$ cat config.mk
export PLATFORM = sky130hd
export DESIGN_NAME = cnn_ecg_window_sequencer_flat
export DESIGN_NICKNAME = d
export VERILOG_FILES = /design/src/rtl/cnn_ecg_window_sequencer_if.sv /design/src/rtl/cnn_ecg_window_sequencer.sv /design/src/flat_wrapper.sv
export SDC_FILE = /design/constraint.sdc
export NUM_CORES = 1
export LEC_CHECK = 0
export BUFFER_PORTS_ARGS = -buffer_cell sky130_fd_sc_hd__buf_4
export CAP_MARGIN = 10
export CORE_MARGIN = 2
export CORE_UTILIZATION = 35
export DETAILED_ROUTE_END_ITERATION = 10
export GPL_ROUTABILITY_DRIVEN = 0
export PLACE_DENSITY = 0.55
export RECOVER_POWER = 50
export REMOVE_ABC_BUFFERS = 1
export SYNTH_ARGS = -nofsm -noshare
export SYNTH_HDL_FRONTEND = slang
export SYNTH_SLANG_ARGS = --single-unit
$ cat constraint.sdc
create_clock -name clk -period 2.4 [get_ports clk]
set_input_delay 0.24 -clock clk [delete_from_list [all_inputs] [get_ports clk]]
set_output_delay 0.24 -clock clk [all_outputs]
set_load 0.05 [all_outputs]
$ cat src/rtl/cnn_ecg_window_sequencer_if.sv
// Sample stream, classifier hookup and result handshake of the ECG window sequencer.
// master = sequencer side, slave = surrounding stream source / classifier / consumer.
interface cnn_ecg_window_sequencer_if #(
  parameter int unsigned SAMPLE_W = 16,
  parameter int unsigned WIN      = 32,
  parameter int unsigned CLASS_W  = 8
);
  logic                    flush;
  logic                    s_valid;
  logic                    s_ready;
  logic [SAMPLE_W-1:0]     s_data;
  logic [WIN*SAMPLE_W-1:0] win_flat;
  logic [CLASS_W-1:0]      cnn_class;
  logic                    m_valid;
  logic                    m_ready;
  logic [CLASS_W-1:0]      m_class;
  logic [15:0]             m_seq;
  logic                    alert;
  logic                    busy;

  modport master (
    input  flush, s_valid, s_data, cnn_class, m_ready,
    output s_ready, win_flat, m_valid, m_class, m_seq, alert, busy
  );

  modport slave (
    output flush, s_valid, s_data, cnn_class, m_ready,
    input  s_ready, win_flat, m_valid, m_class, m_seq, alert, busy
  );
endinterface

$ cat src/rtl/cnn_ecg_window_sequencer.sv
// Builds a sliding sample window for the combinational CNN ECG classifier, holds it
// stable for a settle time, then captures the class flags into a valid/ready result.
module cnn_ecg_window_sequencer #(
  parameter int unsigned SAMPLE_W = 16,
  parameter int unsigned WIN      = 32,
  parameter int unsigned HOP      = 8,
  parameter int unsigned SETTLE   = 2,
  parameter int unsigned CLASS_W  = 8
) (
  input logic                        clk,
  input logic                        rst_n,
  cnn_ecg_window_sequencer_if.master bus
);

  localparam int unsigned CNT_W  = $clog2(WIN + 1);
  localparam int unsigned SET_W  = $clog2(SETTLE + 1);
  localparam int unsigned SEQ_W  = 16;
  localparam int unsigned FLAT_W = WIN * SAMPLE_W;

  typedef enum logic [1:0] {
    ST_FILL = 2'd0,
    ST_EVAL = 2'd1,
    ST_OUT  = 2'd2,
    ST_HOP  = 2'd3
  } state_e;

  state_e              state_q, state_d;
  logic [CNT_W-1:0]    cnt_q, cnt_d;
  logic [SET_W-1:0]    settle_q, settle_d;
  logic [FLAT_W-1:0]   win_q, win_d;
  logic                m_valid_q, m_valid_d;
  logic [CLASS_W-1:0]  m_class_q, m_class_d;
  logic [SEQ_W-1:0]    m_seq_q, m_seq_d;
  logic                alert_q, alert_d;

  logic                s_ready_c;
  logic                accept_c;
  logic [CNT_W-1:0]    last_c;

  assign s_ready_c = (state_q == ST_FILL) || (state_q == ST_HOP);
  assign accept_c  = bus.s_valid && s_ready_c;
  assign last_c    = (state_q == ST_FILL) ? CNT_W'(WIN - 1) : CNT_W'(HOP - 1);

  // Next-state and datapath: flush wins over every other transition.
  always_comb begin
    state_d   = state_q;
    cnt_d     = cnt_q;
    settle_d  = settle_q;
    win_d     = win_q;
    m_valid_d = m_valid_q;
    m_class_d = m_class_q;
    m_seq_d   = m_seq_q;
    alert_d   = 1'b0;

    if (bus.flush) begin
      state_d   = ST_FILL;
      cnt_d     = '0;
      settle_d  = '0;
      win_d     = '0;
      m_valid_d = 1'b0;
      m_seq_d   = '0;
    end else begin
      // Oldest sample sits in slot 0 (LSBs); the newest enters the top slot.
      if (accept_c) begin
        win_d = {bus.s_data, win_q[FLAT_W-1:SAMPLE_W]};
      end

      case (state_q)
        ST_FILL, ST_HOP: begin
          if (accept_c) begin
            if (cnt_q == last_c) begin
              state_d  = ST_EVAL;
              cnt_d    = '0;
              settle_d = '0;
            end else begin
              cnt_d = cnt_q + CNT_W'(1);
            end
          end
        end
        ST_EVAL: begin
          if (settle_q == SET_W'(SETTLE - 1)) begin
            state_d   = ST_OUT;
            m_class_d = bus.cnn_class;
            m_valid_d = 1'b1;
            alert_d   = ~bus.cnn_class[0];
          end else begin
            settle_d = settle_q + SET_W'(1);
          end
        end
        ST_OUT: begin
          if (m_valid_q && bus.m_ready) begin
            state_d   = ST_HOP;
            m_valid_d = 1'b0;
            m_seq_d   = m_seq_q + SEQ_W'(1);
            cnt_d     = '0;
          end
        end
        default: begin
          state_d = ST_FILL;
        end
      endcase
    end
  end

  always_ff @(posedge clk or negedge rst_n) begin
    if (!rst_n) begin
      state_q   <= ST_FILL;
      cnt_q     <= '0;
      settle_q  <= '0;
      win_q     <= '0;
      m_valid_q <= 1'b0;
      m_class_q <= '0;
      m_seq_q   <= '0;
      alert_q   <= 1'b0;
    end else begin
      state_q   <= state_d;
      cnt_q     <= cnt_d;
      settle_q  <= settle_d;
      win_q     <= win_d;
      m_valid_q <= m_valid_d;
      m_class_q <= m_class_d;
      m_seq_q   <= m_seq_d;
      alert_q   <= alert_d;
    end
  end

  assign bus.s_ready  = s_ready_c;
  assign bus.busy     = (state_q == ST_EVAL) || (state_q == ST_OUT);
  assign bus.win_flat = win_q;
  assign bus.m_valid  = m_valid_q;
  assign bus.m_class  = m_class_q;
  assign bus.m_seq    = m_seq_q;
  assign bus.alert    = alert_q;

endmodule

$ cat src/flat_wrapper.sv
// flat-port wrapper written by rule: the top's interface ports become plain ports
module cnn_ecg_window_sequencer_flat 
#(
  parameter int unsigned SAMPLE_W = 16,
  parameter int unsigned WIN      = 32,
  parameter int unsigned HOP      = 8,
  parameter int unsigned SETTLE   = 2,
  parameter int unsigned CLASS_W  = 8
)
  (clk, rst_n, bus_flush, bus_s_valid, bus_s_data, bus_cnn_class, bus_m_ready, bus_s_ready, bus_win_flat, bus_m_valid, bus_m_class, bus_m_seq, bus_alert, bus_busy);
  cnn_ecg_window_sequencer_if #(.SAMPLE_W(SAMPLE_W), .WIN(WIN), .CLASS_W(CLASS_W)) bus_i ();
  input logic clk;
  input logic rst_n;
  input wire logic [$bits(bus_i.flush)-1:0] bus_flush;
  input wire logic [$bits(bus_i.s_valid)-1:0] bus_s_valid;
  input wire logic [$bits(bus_i.s_data)-1:0] bus_s_data;
  input wire logic [$bits(bus_i.cnn_class)-1:0] bus_cnn_class;
  input wire logic [$bits(bus_i.m_ready)-1:0] bus_m_ready;
  output wire logic [$bits(bus_i.s_ready)-1:0] bus_s_ready;
  output wire logic [$bits(bus_i.win_flat)-1:0] bus_win_flat;
  output wire logic [$bits(bus_i.m_valid)-1:0] bus_m_valid;
  output wire logic [$bits(bus_i.m_class)-1:0] bus_m_class;
  output wire logic [$bits(bus_i.m_seq)-1:0] bus_m_seq;
  output wire logic [$bits(bus_i.alert)-1:0] bus_alert;
  output wire logic [$bits(bus_i.busy)-1:0] bus_busy;
  assign bus_i.flush = bus_flush;
  assign bus_i.s_valid = bus_s_valid;
  assign bus_i.s_data = bus_s_data;
  assign bus_i.cnn_class = bus_cnn_class;
  assign bus_i.m_ready = bus_m_ready;
  assign bus_s_ready = bus_i.s_ready;
  assign bus_win_flat = bus_i.win_flat;
  assign bus_m_valid = bus_i.m_valid;
  assign bus_m_class = bus_i.m_class;
  assign bus_m_seq = bus_i.m_seq;
  assign bus_alert = bus_i.alert;
  assign bus_busy = bus_i.busy;
  cnn_ecg_window_sequencer #(.SAMPLE_W(SAMPLE_W), .WIN(WIN), .HOP(HOP), .SETTLE(SETTLE), .CLASS_W(CLASS_W)) u_core (.clk(clk), .rst_n(rst_n), .bus(bus_i));
endmodule
# Yosys cells after proc, flatten, opt, wreduce, memory -nomap -nowiden
# Index checks and enable logic that the tools add are counted.
# word_totals
out_inout_bits,540
inputBits,29
word_cells,70
reg_bits,548
# classes
n_addsub,3
n_mux,29
bitwise_logic,2
n_reduce_logical,18
eq_ne,10
# ops
op,n
512-bit two-way mux,2
16-bit two-way mux,3
6-bit two-way mux,4
2-bit two-way mux,9
16-bit by 1-bit adder with 16-bit output (second input constant),1
3-bit by 2-bit != test with 1-bit output (second input constant),4
6-bit one-hot mux with 2 select lines,1
3-bit AND reduction,3
3-bit nonzero test,3
4-bit AND reduction,2
6-bit by 1-bit adder with 6-bit output (second input constant),1
6-bit == test,1
1-bit two-way mux,6
2-bit one-hot mux with 3 select lines,1
2-bit nonzero test,3
5-bit two-way mux,1
2-bit by 1-bit == test with 1-bit output (second input constant),2
2-bit == test (second input constant),2
2-bit one-hot mux with 2 select lines,1
3-bit != test (second input constant),1
2-bit by 1-bit adder with 2-bit output (second input constant),1
1-bit logical AND,2
2-bit logical NOT,1
1-bit logical OR,2
4 further kinds,5

# Longest topological paths before layout
# Gate-level depths: netlist (run 1).
# logic_depth
ltp_word,7
depth_mapped,9
depth_no_buf,6

# Worst setup path after synthesis (run 1)
# OpenSTA, ideal clock, no wires.
# synth_path
path_kind,reg2reg
startpoint,reg u_core.state_q[0]
endpoint,reg u_core.win_q[405] (netlist: u_core.bus.win_flat[405])
path_stages_with_launch,10
synth_period_minus_slack_ns,2.404
t_arrival_ns,2.326
setup_slack_ns,-0.004
path_buffers,4
setup_time_ns,0.078
required_ns,2.322
cell_sequence,dfrtp_1 inv_1 ha_1 buf_2 nand2b_1 clkbuf_1 clkbuf_1 clkbuf_1 nand2_1 a21oi_1
# synth_between
elab_chain_len,4
word_cells_on_any_way,5
cone_classes,eq/ne (1); reduce/logical (4)
# synth_rtl
item,line_no,rtl
start: declaration,cnn_ecg_window_sequencer.sv:27,"state_e state_q, state_d;"
start signal: assignment,cnn_ecg_window_sequencer.sv:116,state_q <= state_d;
2-bit == test / 2-bit logical NOT (equally long branches),cnn_ecg_window_sequencer.sv:40,assign s_ready_c = (state_q == ST_FILL) || (state_q == ST_HOP);
1-bit logical OR (*),cnn_ecg_window_sequencer.sv:40,
1-bit logical AND (*),cnn_ecg_window_sequencer.sv:41,assign accept_c = bus.s_valid && s_ready_c;
2-bit nonzero test (no line) (*),n/a,
end signal: assignment,cnn_ecg_window_sequencer.sv:119,win_q <= win_d;
end: declaration,cnn_ecg_window_sequencer.sv:30,"logic [FLAT_W-1:0] win_q, win_d;"
# Every way passes the cells marked *; elsewhere a longest branch is shown, timed or not.
# A chain may end at the register's enable or synchronous reset.

# Worst setup path in the final report (run 1)
# layout_path
startpoint,reg u_core.state_q[0]
endpoint,out bus_s_ready
# layout_between
elab_chain_len,2
word_cells_on_any_way,3
cone_classes,eq/ne (1); reduce/logical (2)
# layout_rtl
item,line_no,rtl
2-bit == test / 2-bit logical NOT (equally long branches),cnn_ecg_window_sequencer.sv:40,
1-bit logical OR (*),cnn_ecg_window_sequencer.sv:40,
end: declaration,flat_wrapper.sv:19,output wire logic [$bits(bus_i.s_ready)-1:0] bus_s_ready;
# Marked as above.

==> metrics, run 1 <==
Root Driver clkbuf_16; ys async rst share 100%; worst clock skew a little over 0.009 ns; Post-synth top cells nand2_1 (1064), dfrtp_1 (548), a21oi_1 (527); P&R area growth vs syn 30.1%; Max Fclk 445 MHz; vias in the first global route 17585; global-route wire length before repair 104000 um; hold path endpoint u_core.bus.win_flat[302]; post-synth top area share a little over three fifths; CP top delay family buffers and inverters; clock buffer count from CTS 60; Worst Path Buf+Inv 4; Net Sw Power 0.00780 W; Tmin final 2.25 ns; CP endpoint kind output pin; Routed Antenna Nets 0; FF-to-FF End u_core.settle_q[1]; max-slew violations 52; Die Y 254 um; Clock Sinks 548; hold depth 5; CP Cell Sequence inv_1, ha_1, buf_4, inv_1, buf_4; synthesized flop and latch total 548; DR vias around 19000; Static Leak 12.3 nW; CTS tree done; Hold Crit Start bus_s_valid; Met2 Routed Length 33200 um; failing checks max-capacitance violations, max-slew violations; Yosys Warn Count 0; n_diodes 0; slowest CP cell dfrtp_1; num ports 569; ys flop type dfrtp_1; clock share of power 38.8%; most frequent cell after synthesis nand2_1; # DRC 0; CTS max path bufs 3; Tcrit/Tclk final 93.7%; WL met1 27900 um; dominant cell type by area after synthesis dfrtp_1; # H-tree levels 2; CP arrival 2.01 ns; critical path peak fanout 8; top cells by area, synth dfrtp_1 (63%), nand2_1 (18%), a21oi_1 (12%), clkbuf_1 (2.9%), ha_1 (0.34%); worst min path class primary input to flop; number of setup buffers added after CTS 0; Fin. Hold Viols 0; Synth Instances approximately 2400; combinational power share 20.8%; Via density 4.83; dpl hpwl 45100 um; critical path depth 5; CP required 2.16 ns; switching share of total power 32.9%; worst setup margin about 0.15 ns; synthesized area per cell 8.98 sq um; Port Buf Inserts 568; initial antenna violation count 0; Worst Tran Pin Value 1.97 ns; starting density of the core 35.4%; layout cells sized above 1 15.3%; P_int 0.0159 W; DR WL met3 4630 um; Die Span X 254 um; Worst-path clk slew 0.06 ns; Die Area 0.0645 sq mm; Mapped Area 0.0219 sq mm; total track usage about a fifth; VDD IR max 556 uV; Layout fillers 6172; pwr/cell area 833 mW/mm^2; post-route setup TNS 0 ns; Synth cell types between 40 and 50; Core ar. 0.0617 sq mm; status finished, violations left; relative slew slack -31.6%; initial detailed-routing violation count roughly 1600; total congestion overflow 0; Setup-failing EPs final 0; critical path launch point type flop; max_cap viols 1; kind of critical path flop to output pin; CTS resizes 0; largest net degree at the start of global routing 137; Rows 91; highest metal layer with signal wires met4; wire per inst 17.5 um; unrepaired setup endpoints after global routing no; register area share after synthesis 62.7%; Skew-Pair Late Insertion Delay ~0.60 ns; drt total wl 67300 um; Hold-fix buffers, CTS 27; Power, Total 0.0237 W; Setup WS pre-CTS ~0.26 ns; Post-synth EDFFs 0; reg-to-reg startpoint u_core.state_q[0]; layout net count 2996; Sequential Power Share 40.4%; worst reg-to-reg path cell count 6; r2r setup slk ~0.26 ns; crit-path max cell delay 0.38 ns; TritonRoute pass-1 iters 5
cell usage in the layout (no fill, tap or decap), types with 11 or more instances in the layout:
| cell | count |
|---|---|
| a21oi_1 | 527 |
| buf_12 | 27 |
| buf_4 | 314 |
| clkbuf_1 | 279 |
| clkbuf_16 | 61 |
| clkbuf_8 | 18 |
| clkinv_2 | 11 |
| dfrtp_1 | 548 |
| dlygate4sd3_1 | 27 |
| nand2_1 | 1064 |
| nor2_1 | 16 |
routing by layer:
metal / track usage, % / up-vias
met2: 33.3 / 497
li1: - / 8945
met5: 0 / -
met1: 26.1 / 9035
met4: 6.12 / 0
met3: 5.13 / 95
metrics by stage:
step	hold slack (ns)	area [sq um]	util [%]	std cells
after detailed placement	0.270	27300	44.2	3709
final	0.174	28400	46.1	3845
after global placement	0.266	27300	44.2	3709
after global routing	0.160	28400	46.1	3845
after floorplan	-0.0556	21200	-	2255
after CTS	0.124	29500	47.8	3845
layout make-up:
class / count / area [sq um] / share of cell area [%]
Tap cell: 837 / 1050 / 3.68
Clock buffer: 92 / 1820 / 6.41
Timing Repair Buffer: 644 / 4250 / 15.0
Multi-Input combinational cell: 1698 / 7430 / 26.1
Sequential cell: 548 / 13700 / 48.2
Inverter: 9 / 33.8 / 0.119
Clock inverter: 17 / 146 / 0.515
worst max path at each step:
stage | from | end | slack (ns)
final | u_core.state_q[0] | bus_s_ready | 0.15
after global routing | rst_n | u_core.bus.win_flat[27] | 0.04
after CTS | u_core.state_q[0] | bus_s_ready | 0.11
after detailed placement | u_core.state_q[0] | u_core.settle_q[1] | 0.26
after global placement | u_core.state_q[0] | u_core.settle_q[1] | 0.30
after floorplan | u_core.state_q[0] | u_core.cnt_q[1] | -14.73
tightest hold or removal path, stage by stage:
cell	delay (ns)
buf_4	0.11
nand2b_4	0.09
buf_12	0.16
nand2_1	0.06
a21oi_1	0.06
kinds of logic after synthesis:
kind of cell               count (synthesis)  share of synthesized area (%)
buffers and inverters                    190                           3.40
muxes                                      4                          0.200
adders and majority gates                  6                          0.343
and+or+nand+nor                         1128                           19.9
xor gates and xnor gates                   8                          0.320
AOI/OAI and AO/OA                        552                           13.1
DFF                                      548                           62.7
registers in the layout, summed over array words and instances, names as in the netlist:
signal	cells
u_core.bus.alert	1
u_core.settle_q	2
u_core.cnt_q	6
u_core.state_q	2
u_core.bus.win_flat	512
u_core.bus.m_valid	1
u_core.bus.m_class	8
u_core.bus.m_seq	16
power by group through the flow:
stage               logic, W  clock network (W)  registers, W
finish               0.00493            0.00919       0.00956
floorplan           0.000891                  0       0.00991
global placement     0.00505                  0       0.00972
CTS                  0.00512            0.00949       0.00956
detailed placement   0.00507                  0       0.00973
global route         0.00536            0.00987       0.00958
Power figures use the tool's default switching activity.
==> inputs of run 2 (changes only) <==
clock period = 2.3 ns   (was 2.4 ns; I/O delays follow)
==> metrics, run 2 (same netlist as run 1, synthesis figures left out) <==
Worst Tran Pin Value 1.42 ns (-0.549 ns); GR Util met2 33.6% (+0.23 points); Root Driver clkbuf_16; dpl hpwl 46200 um (+2.3%); initial antenna violation count 1 (+1); total track usage 20.3% (+0.14 points); TritonRoute pass-1 iters 5 (unchanged); Routed Antenna Nets 0 (unchanged); CP endpoint kind output pin; Tmin final 2.19 ns; Max Fclk 456 MHz; commonest cells after routing, fill and taps aside nand2_1 (1064), dfrtp_1 (548), a21oi_1 (527), buf_4 (326), clkbuf_1 (290); Setup-failing EPs final 0 (unchanged); Die Area 0.0645 sq mm (unchanged); Die Span X 254 um (unchanged); drt total wl 67500 um (+0.32%); slowest CP cell dfrtp_1; kind of critical path flop to output pin; Via density 4.82 (-0.26%); P&R area growth vs syn 30.4%; VDD IR max 603 uV (+8.4%); max reg flops 512 (unchanged); DR vias 18615 (+0.23%); clock buffer count from CTS 60 (unchanged); CP required 2.07 ns (-0.09 ns); reg-to-reg startpoint u_core.state_q[0]; global-route wire length before repair 105000 um (+0.83%); Tcrit/Tclk final a little over nine tenths; Clock Sinks 548 (unchanged); # H-tree levels 2 (unchanged); Skew-Pair Late Insertion Delay 0.62 ns (+0.02 ns); vias in the first global route 17686 (+0.57%); Core Util, Final 46.2% (+0.12 points); Static Leak 12.4 nW (+0.30%); CP arrival 1.96 ns (-0.05 ns); Fin. Hold Viols 0 (unchanged); total congestion overflow 0 (unchanged); wire per inst 17.5 um (-0.17%); CTS max path bufs 3 (unchanged); status completed; initial detailed-routing violation count 1558 (-1.3%); crit-path max cell delay 0.38 ns (about the same); max_cap viols 0 (-1); CTS tree done; Core ar. 0.0617 sq mm (unchanged); routing usage on met3 4.68% (-0.45 points); pwr/cell area 865 mW/mm^2 (+3.9%); Rows 91 (unchanged); Port Buf Inserts 568 (unchanged); Hold Crit Start bus_s_valid; Crit. Startpoint u_core.state_q[0]; layout net count 3016 (+0.67%); relative slew slack 5.00% (+37 points); unrepaired setup endpoints after global routing no; critical path peak fanout 8 (unchanged); most common cell after layout, fill and taps aside nand2_1; layout cells sized above 1 15.4% (+0.17 points); met1 global-route usage 26.6% (+0.52 points); starting density of the core 35.4% (unchanged); largest net degree at the start of global routing 108 (-21%); hold_ws 0.148 ns (-0.0257 ns); max-slew violations 0 (-100%); Most Crowded Layer GR met2; CP top delay family buffers and inverters; Die Y 254 um (unchanged); worst min path class primary input to flop; # DRC 0 (unchanged); Worst-path clk slew 0.06 ns (about the same); Worst Path Buf+Inv 4 (unchanged); CP Cell Sequence inv_1, ha_1, buf_4, clkinvlp_4, buf_6; num ports 569 (unchanged); critical path launch point type flop; worst clock skew 0.0139 ns (+0.00460 ns)
-- run 2: cell count changes in the layout (fill, tap and decap cells not counted), moves of 2 or more --
| cell | delta |
|---|---|
| buf_4 | +12 |
| clkinv_2 | -3 |
| bufinv_16 | -2 |
| buf_12 | +3 |
| clkbuf_8 | -4 |
| clkbuf_1 | +11 |
-- run 2: repair_timing --
action | 4_1_cts | 5_1_grt
hold buffers | 27 | 0
endpoints found under the setup margin | 0 | 1
resized for setup | 0 | 2
endpoints found under the hold margin | 299 | 0
buffers inserted | 0 | 0
-- run 2: final timing paths --
path / endpoint / slack (ns) / cells after the start
min in group asynchronous: u_core.bus.win_flat[462] / 0.49 / 2
min: u_core.bus.win_flat[251] / 0.15 / 5
max in group asynchronous: u_core.bus.win_flat[214] / 0.34 / 3
max reg2reg: u_core.settle_q[1] / 0.13 / 6
max: bus_s_ready / 0.11 / 5
min reg2reg: u_core.bus.m_class[0] / 0.47 / 2
-- run 2: where the power goes --
part           leakage [nW]  switching, W  total (W)  internal (W)
clock                 0.921       0.00388    0.00918       0.00530
combinational          3.80       0.00414    0.00552       0.00137
sequential             7.64      0.000143    0.00998       0.00983
-- run 2: tightest hold or removal path, stage by stage --
cell	delay (ns)
buf_4	0.11
nand2b_4	0.09
buf_12	0.16
nand2_1	0.06
a21oi_1	0.06
-- run 2: per-layer routing --
metal	part of all wire, %	vias up
met1	42	9024
met5	0	-
met4	2.4	0
met2	49	504
li1	-	8986
met3	6.1	101
-- run 2: through the flow --
stage | power [W] | TNS [ns] | cells | instance area [sq um] | setup WS, ns
after CTS | 0.0251 | 0 | 3863 | 29600 | 0.00626
after floorplan | 0.0113 | -7561.21 | 2255 | 21200 | -14.83
after global placement | 0.0157 | 0 | 3729 | 27400 | 0.204
after detailed placement | 0.0157 | 0 | 3729 | 27400 | 0.150
final | 0.0247 | 0 | 3864 | 28500 | 0.105
after global routing | 0.0258 | 0 | 3864 | 28500 | 0.00789
-- run 2: cell type report --
type / instances / area [sq um]
clock buffer: 95 / 1790
multi-input combinational: 1698 / 7430
antenna: 1 / 2.50
fill: 6158 / 33200
inverter: 9 / 37.5
timing repair buffer: 664 / 4420
clock inverter: 12 / 73.8
tap: 837 / 1050
sequential: 548 / 13700
